<file path="config.mk">
export PLATFORM = sky130hd
export DESIGN_NAME = uart_tx_arbiter
export DESIGN_NICKNAME = d
export VERILOG_FILES = /design/src/rtl/uart_arb_pkg.sv /design/src/rtl/rr_picker.sv /design/src/rtl/uart_tx_arbiter.sv
export SDC_FILE = /design/constraint.sdc
export NUM_CORES = 1
export LEC_CHECK = 0
export CORE_MARGIN = 10
export CORE_UTILIZATION = 25
export DETAILED_ROUTE_END_ITERATION = 12
export GPL_TIMING_DRIVEN = 0
export PLACE_DENSITY = 0.54
export SYNTH_ARGS = -nofsm -noshare
export SYNTH_HDL_FRONTEND = slang
export SYNTH_HIERARCHICAL = 1
export SYNTH_SLANG_ARGS = --single-unit
</file>
<file path="constraint.sdc">
create_clock -name clock -period 3.2 [get_ports clock]
set_input_delay 0.32 -clock clock [delete_from_list [all_inputs] [get_ports clock]]
set_output_delay 0.32 -clock clock [all_outputs]
set_load 0.02 [all_outputs]
</file>
<file path="src/rtl/uart_arb_pkg.sv">
// Shared definitions for the UART transmitter arbiter: FSM state encoding,
// a constant-function clog2 and the default Tx_Busy rise timeout.
package uart_arb_pkg;

    typedef enum logic [1:0] {
        IDLE      = 2'd0,
        START     = 2'd1,
        WAIT_BUSY = 2'd2,
        WAIT_DONE = 2'd3
    } arb_state_t;

    localparam int DEFAULT_BUSY_TIMEOUT = 16;

    // Ceiling log2, usable in parameter defaults.
    function automatic int clog2(input int value);
        int r;
        r = 0;
        while ((1 << r) < value) begin
            r = r + 1;
        end
        return r;
    endfunction

endpackage

</file>
<file path="src/rtl/rr_picker.sv">
// Combinational round-robin priority encoder: starting at the pointer and
// searching upward with wrap, the first asserted request wins.
module rr_picker
    import uart_arb_pkg::*;
#(
    parameter int NUM_REQ = 4,
    parameter int ID_W    = clog2(NUM_REQ)
) (
    input  logic [NUM_REQ-1:0] i_req,
    input  logic [ID_W-1:0]    i_ptr,
    output logic [ID_W-1:0]    o_winner,
    output logic               o_any
);

    logic [NUM_REQ-1:0] w_rot;
    logic [ID_W-1:0]    w_off;
    logic [ID_W:0]      w_sum;

    // Rotate the requests so the pointer position lands at bit 0.
    assign w_rot = NUM_REQ'({i_req, i_req} >> i_ptr);

    // Lowest set bit of the rotated vector, then map back to a requester index.
    always_comb begin
        o_any = |i_req;
        w_off = '0;
        for (int k = NUM_REQ - 1; k >= 0; k--) begin
            if (w_rot[k]) begin
                w_off = ID_W'(k);
            end
        end
        w_sum = {1'b0, i_ptr} + {1'b0, w_off};
        if (w_sum >= (ID_W+1)'(NUM_REQ)) begin
            w_sum = w_sum - (ID_W+1)'(NUM_REQ);
        end
        o_winner = w_sum[ID_W-1:0];
    end

endmodule

</file>
<file path="src/rtl/uart_tx_arbiter.sv">
// Shares one UART transmitter among NUM_REQ byte producers. A round-robin
// winner's byte is latched into Data_to_send, Tx_Start is pulsed, and the FSM
// follows Tx_Busy until the frame ends (or times out if it never rises).
module uart_tx_arbiter
    import uart_arb_pkg::*;
#(
    parameter int NUM_REQ      = 4,
    parameter int ID_W         = clog2(NUM_REQ),
    parameter int BUSY_TIMEOUT = DEFAULT_BUSY_TIMEOUT
) (
    input  logic                 clock,
    input  logic                 reset,
    input  logic [NUM_REQ-1:0]   req_valid,
    input  logic [8*NUM_REQ-1:0] req_data,
    output logic [NUM_REQ-1:0]   req_ready,
    output logic [7:0]           Data_to_send,
    output logic                 Tx_Start,
    input  logic                 Tx_Busy,
    output logic [ID_W-1:0]      grant_id,
    output logic                 arb_busy,
    output logic                 timeout_err
);

    localparam int TMR_W = clog2(BUSY_TIMEOUT + 1);

    arb_state_t         r_state;
    logic [ID_W-1:0]    r_ptr;
    logic [TMR_W-1:0]   r_timer;
    logic [NUM_REQ-1:0] r_req_ready;
    logic [7:0]         r_data;
    logic               r_tx_start;
    logic [ID_W-1:0]    r_grant;
    logic               r_arb_busy;
    logic               r_timeout;

    logic [ID_W-1:0]    w_winner;
    logic               w_any;
    logic [7:0]         w_byte;

    rr_picker #(
        .NUM_REQ (NUM_REQ),
        .ID_W    (ID_W)
    ) u_picker (
        .i_req    (req_valid),
        .i_ptr    (r_ptr),
        .o_winner (w_winner),
        .o_any    (w_any)
    );

    // Select the winning requester's byte from the packed data bus.
    always_comb begin
        w_byte = '0;
        for (int k = 0; k < NUM_REQ; k++) begin
            if (w_winner == ID_W'(k)) begin
                w_byte = req_data[8*k +: 8];
            end
        end
    end

    // Sequencing FSM; every output is registered so pulses are glitch-free.
    always_ff @(posedge clock) begin
        if (reset) begin
            r_state     <= IDLE;
            r_ptr       <= '0;
            r_timer     <= '0;
            r_req_ready <= '0;
            r_data      <= '0;
            r_tx_start  <= 1'b0;
            r_grant     <= '0;
            r_arb_busy  <= 1'b0;
            r_timeout   <= 1'b0;
        end else begin
            r_req_ready <= '0;
            r_tx_start  <= 1'b0;
            r_timeout   <= 1'b0;
            case (r_state)
                IDLE: begin
                    // An externally busy tx blocks grants entirely.
                    if (!Tx_Busy && w_any) begin
                        r_req_ready <= NUM_REQ'(1) << w_winner;
                        r_data      <= w_byte;
                        r_grant     <= w_winner;
                        r_ptr       <= (w_winner == ID_W'(NUM_REQ - 1)) ? '0 : w_winner + 1'b1;
                        r_arb_busy  <= 1'b1;
                        r_state     <= START;
                    end
                end
                START: begin
                    r_tx_start <= 1'b1;
                    r_timer    <= '0;
                    r_state    <= WAIT_BUSY;
                end
                WAIT_BUSY: begin
                    if (Tx_Busy) begin
                        r_state <= WAIT_DONE;
                    end else if (r_timer == TMR_W'(BUSY_TIMEOUT - 1)) begin
                        // tx never acknowledged: the byte is dropped.
                        r_timeout  <= 1'b1;
                        r_arb_busy <= 1'b0;
                        r_state    <= IDLE;
                    end else begin
                        r_timer <= r_timer + 1'b1;
                    end
                end
                WAIT_DONE: begin
                    if (!Tx_Busy) begin
                        r_arb_busy <= 1'b0;
                        r_state    <= IDLE;
                    end
                end
                default: begin
                    r_arb_busy <= 1'b0;
                    r_state    <= IDLE;
                end
            endcase
        end
    end

    assign req_ready    = r_req_ready;
    assign Data_to_send = r_data;
    assign Tx_Start     = r_tx_start;
    assign grant_id     = r_grant;
    assign arb_busy     = r_arb_busy;
    assign timeout_err  = r_timeout;

endmodule

</file>
==> results.py <==
metrics = {
    "synthesis": {
        "netlist_area_mm2": 0.00165,
        "synthFlopType": "dfxtp_1",
        "yosysTopAreaCellShare": 0.316,
        "yosysWarnings": 6,
        "yosysSeqAreaShare": 0.316,
        "syn_avg_cell_area_um2": 8.00,
        "synth_top_area_cell": "dfxtp_1",
        "syn_inst": 206,
        "synth_cell_types": 46,
        "async_flop_share": 0,
        "synth_nets": 258,
        "synth_area_leaders": "dfxtp_1 (32%), ha_1 (9.9%), a21oi_1 (7.9%), nand2_1 (4.3%), a221oi_1 (4.3%)",
        "synthTopCellsByCount": "a21oi_1 (26), dfxtp_1 (26), nand2_1 (19), nor2_1 (16), inv_1 (15)",
        "synth_enable_flop_cells": 0,
        "synth_seq_cells": 26,
    },
    "worst_setup_path": {
        "crit_type": "in -> reg",
        "rr_worst_depth": 15,
        "ff2ff_setup_slack_ns": 0.34,
        "crit_arrival_ns": 3.08,
        "required_ns": 3.35,
        "cp-endpoint": "Data_to_send[7]$_SDFFE_PP0P_",
        "critPathLaunch": "req_valid[3]",
        "cp_max_fo": 10,
        "r2r-end": "Data_to_send[7]$_SDFFE_PP0P_",
        "rr_startpoint": "r_ptr[0]$_SDFFE_PP0P_",
        "critPathCaptureType": "register",
        "startpoint_type": "input port",
    },
    "global_route": {
        "grt_max_degree": 15,
        "track_usage": 0.0967,
        "use_met3": 0.0231,
        "gr-usage-met2": 0.169,
        "antenna_found_initial": 0,
        "grt_pass1_vias": 1626,
        "grtUsageMet1": 0.118,
        "grt_pass1_wl_mm": 8.22,
        "grt_overflow": 0,
        "globalRoute.busiestLayer": "met2",
    },
    "detailed_routing": {
        "drt_first_iter_violations": 25,
        "wire_per_inst_um": 14.4,
        "vias": 1625,
        "wirelength_mm": 4.96,
        "vias_per_cell": 4.72,
        "antenna_left": 0,
        "first_pass_iters": 4,
        "drcViolationCount": 0,
    },
    "timing": {
        "layout_worst_path_cycle_share": 0.916,
        "finalSetupViolCount": 0,
        "max_slew_margin": 0.621,
        "hold_violations": 0,
        "rsz0062_at_grt": "false",
        "worst_pin_slew_ns": 0.569,
        "finalClockSkew_ns": 0.00509,
        "slew_viol_final": 0,
        "min_period_ns": 2.93,
        "fmax_mhz": 341,
    },
    "final_layout": {
        "drive_above_1_share": 0.124,
        "layout.cells.non_filler": 344,
        "nFillCells": 647,
        "area_delta_synth_final_pct": 45.1,
        "seqCellArea_um2": 520,
        "num-nets-final": 320,
        "num_antenna_cells": 0,
        "multi_input_area_mm2": 0.00100,
    },
    "clock_tree": {
        "ctsHoldBuffers": 0,
        "clock_latency_ns": 0.27,
        "clkSlewWorstSetupHoldPaths_ns": 0.10,
        "htree_levels": 1,
        "cts_max_path_buffers": 2,
        "cts_tree": "built",
        "cts_buffers": 3,
        "cts.sinks": 26,
        "clockRootBuffer": "clkbuf_8",
    },
    "hold_path": {
        "hold_depth": 2,
        "holdCritPathClass": "reg -> reg",
    },
    "power": {
        "power.leakage_nw": 0.962,
        "power_mw": 1.38,
        "peakVddDrop_mv": 0.237,
        "powerDensity_mw_per_mm2": 579,
    },
    "floorplan": {
        "ios": 56,
        "rows": 29,
        "die_w_um": 101,
        "start_util": 0.258,
        "fp.coreArea_mm2": 0.00639,
        "die_y_um": 101,
        "die_area_mm2": 0.0102,
    },
    "run_status": {
        "status": "finished clean",
    },
    "placement": {
        "placed_cells": 338,
        "gp_congestion": 0.833,
        "numPortBuffers": 55,
        "hpwlAfterDp_mm": 3.82,
    },
    "job": {
        "cap_viol_max_count": 0,
    },
}
-- worst max-delay path, stage by stage --
cell,delay [ns]
clkdlybuf4s50_1,0.50
nor2_1,0.17
nor4_1,0.06
a21oi_1,0.14
o211ai_1,0.11
ha_1,0.20
xor2_1,0.16
xnor2_2,0.27
inv_1,0.15
ha_2,0.25
buf_4,0.18
a21oi_1,0.11
o21ai_0,0.10
a221oi_1,0.26
nor3_1,0.08
-- placed cells by master, fill, tap and decap left out, types with 2 or more instances in the layout --
cell type,n
a21oi_1,26
a221oi_1,7
a31oi_1,2
buf_2,3
buf_4,5
buf_6,2
clkbuf_1,3
clkbuf_8,4
clkdlybuf4s50_1,52
dfxtp_1,26
dlymetal6s2s_1,3
ha_1,12
inv_1,15
nand2_1,19
nand2b_1,3
nand3b_1,2
nor2_1,16
nor2b_1,2
nor3_1,11
nor3_2,2
nor3b_1,2
nor4_1,5
o211ai_1,2
o21ai_0,11
or3_1,2
xor2_1,3
-- power breakdown --
group          total (mW)  switching (mW)  internal, mW  leakage [nW]
Combinational       0.763           0.421         0.342         0.720
Sequential          0.401          0.0305         0.371         0.213
Clock               0.220           0.110         0.110        0.0288
-- flip-flops by register name, indices dropped and copies added (netlist names) --
name          cells
r_timer           5
Data_to_send      8
Tx_Start          1
req_ready         4
timeout_err       1
r_ptr             2
r_state           2
grant_id          2
arb_busy          1
-- area by class of cell --
class                           instances  share of cell area
Sequential cell                        26               0.218
Multi-Input combinational cell        151               0.419
Buffer                                 13              0.0351
Clock buffer                            4              0.0230
Timing Repair Buffer                   57               0.240
Tap cell                               77              0.0403
Inverter                               16              0.0251
-- per-stage QoR --
step	TNS, ns	area [um2]	utilization	hold slack [ns]	setup WS (ns)
2_1_floorplan	0	1650	-	0.392	0.502
3_3_place_gp	-1.53	2290	0.359	0.448	-0.285
3_5_place_dp	-2.06	2290	0.359	0.457	-0.359
4_1_cts	0	2360	0.369	0.471	0.0719
5_1_grt	0	2390	0.374	0.507	0.0198
6_report	0	2390	0.374	0.463	0.267
-- cell families (layout without fill, tap and decap cells) --
group | Yosys count | after routing | share of synthesized area
and+or+nand+nor | 76 | 76 | 0.257
adders and majority gates | 13 | 13 | 0.0987
AOI/OAI and AO/OA | 56 | 56 | 0.210
buffers and inverters | 29 | 90 | 0.0858
muxes | 1 | 1 | 0.00607
DFF | 26 | 26 | 0.316
xor gates and xnor gates | 5 | 5 | 0.0266
-- layer usage --
metal	part of all wire	up-vias
met3	0.039	2
met1	0.46	752
met5	0	-
met2	0.49	27
met4	0.0048	0
li1	-	844
-- worst min-delay path by stage --
stage                                   from                       end  slack (ns)
floorplan                              reset       Tx_Start$_SDFF_PP0_        0.39
global placement    grant_id[1]$_SDFFE_PP0P_  grant_id[1]$_SDFFE_PP0P_        0.45
detailed placement  grant_id[1]$_SDFFE_PP0P_  grant_id[1]$_SDFFE_PP0P_        0.46
CTS                 grant_id[1]$_SDFFE_PP0P_  grant_id[1]$_SDFFE_PP0P_        0.47
global route        grant_id[1]$_SDFFE_PP0P_  grant_id[1]$_SDFFE_PP0P_        0.51
finish              grant_id[1]$_SDFFE_PP0P_  grant_id[1]$_SDFFE_PP0P_        0.46
-- timing repair --
item | 4_1_cts | 5_1_grt
pin swaps | 0 | 1
gates resized for setup | 1 | 6
buffers inserted | 0 | 2
setup endpoints to repair | 2 | 8
Power figures use the tool's default switching activity.
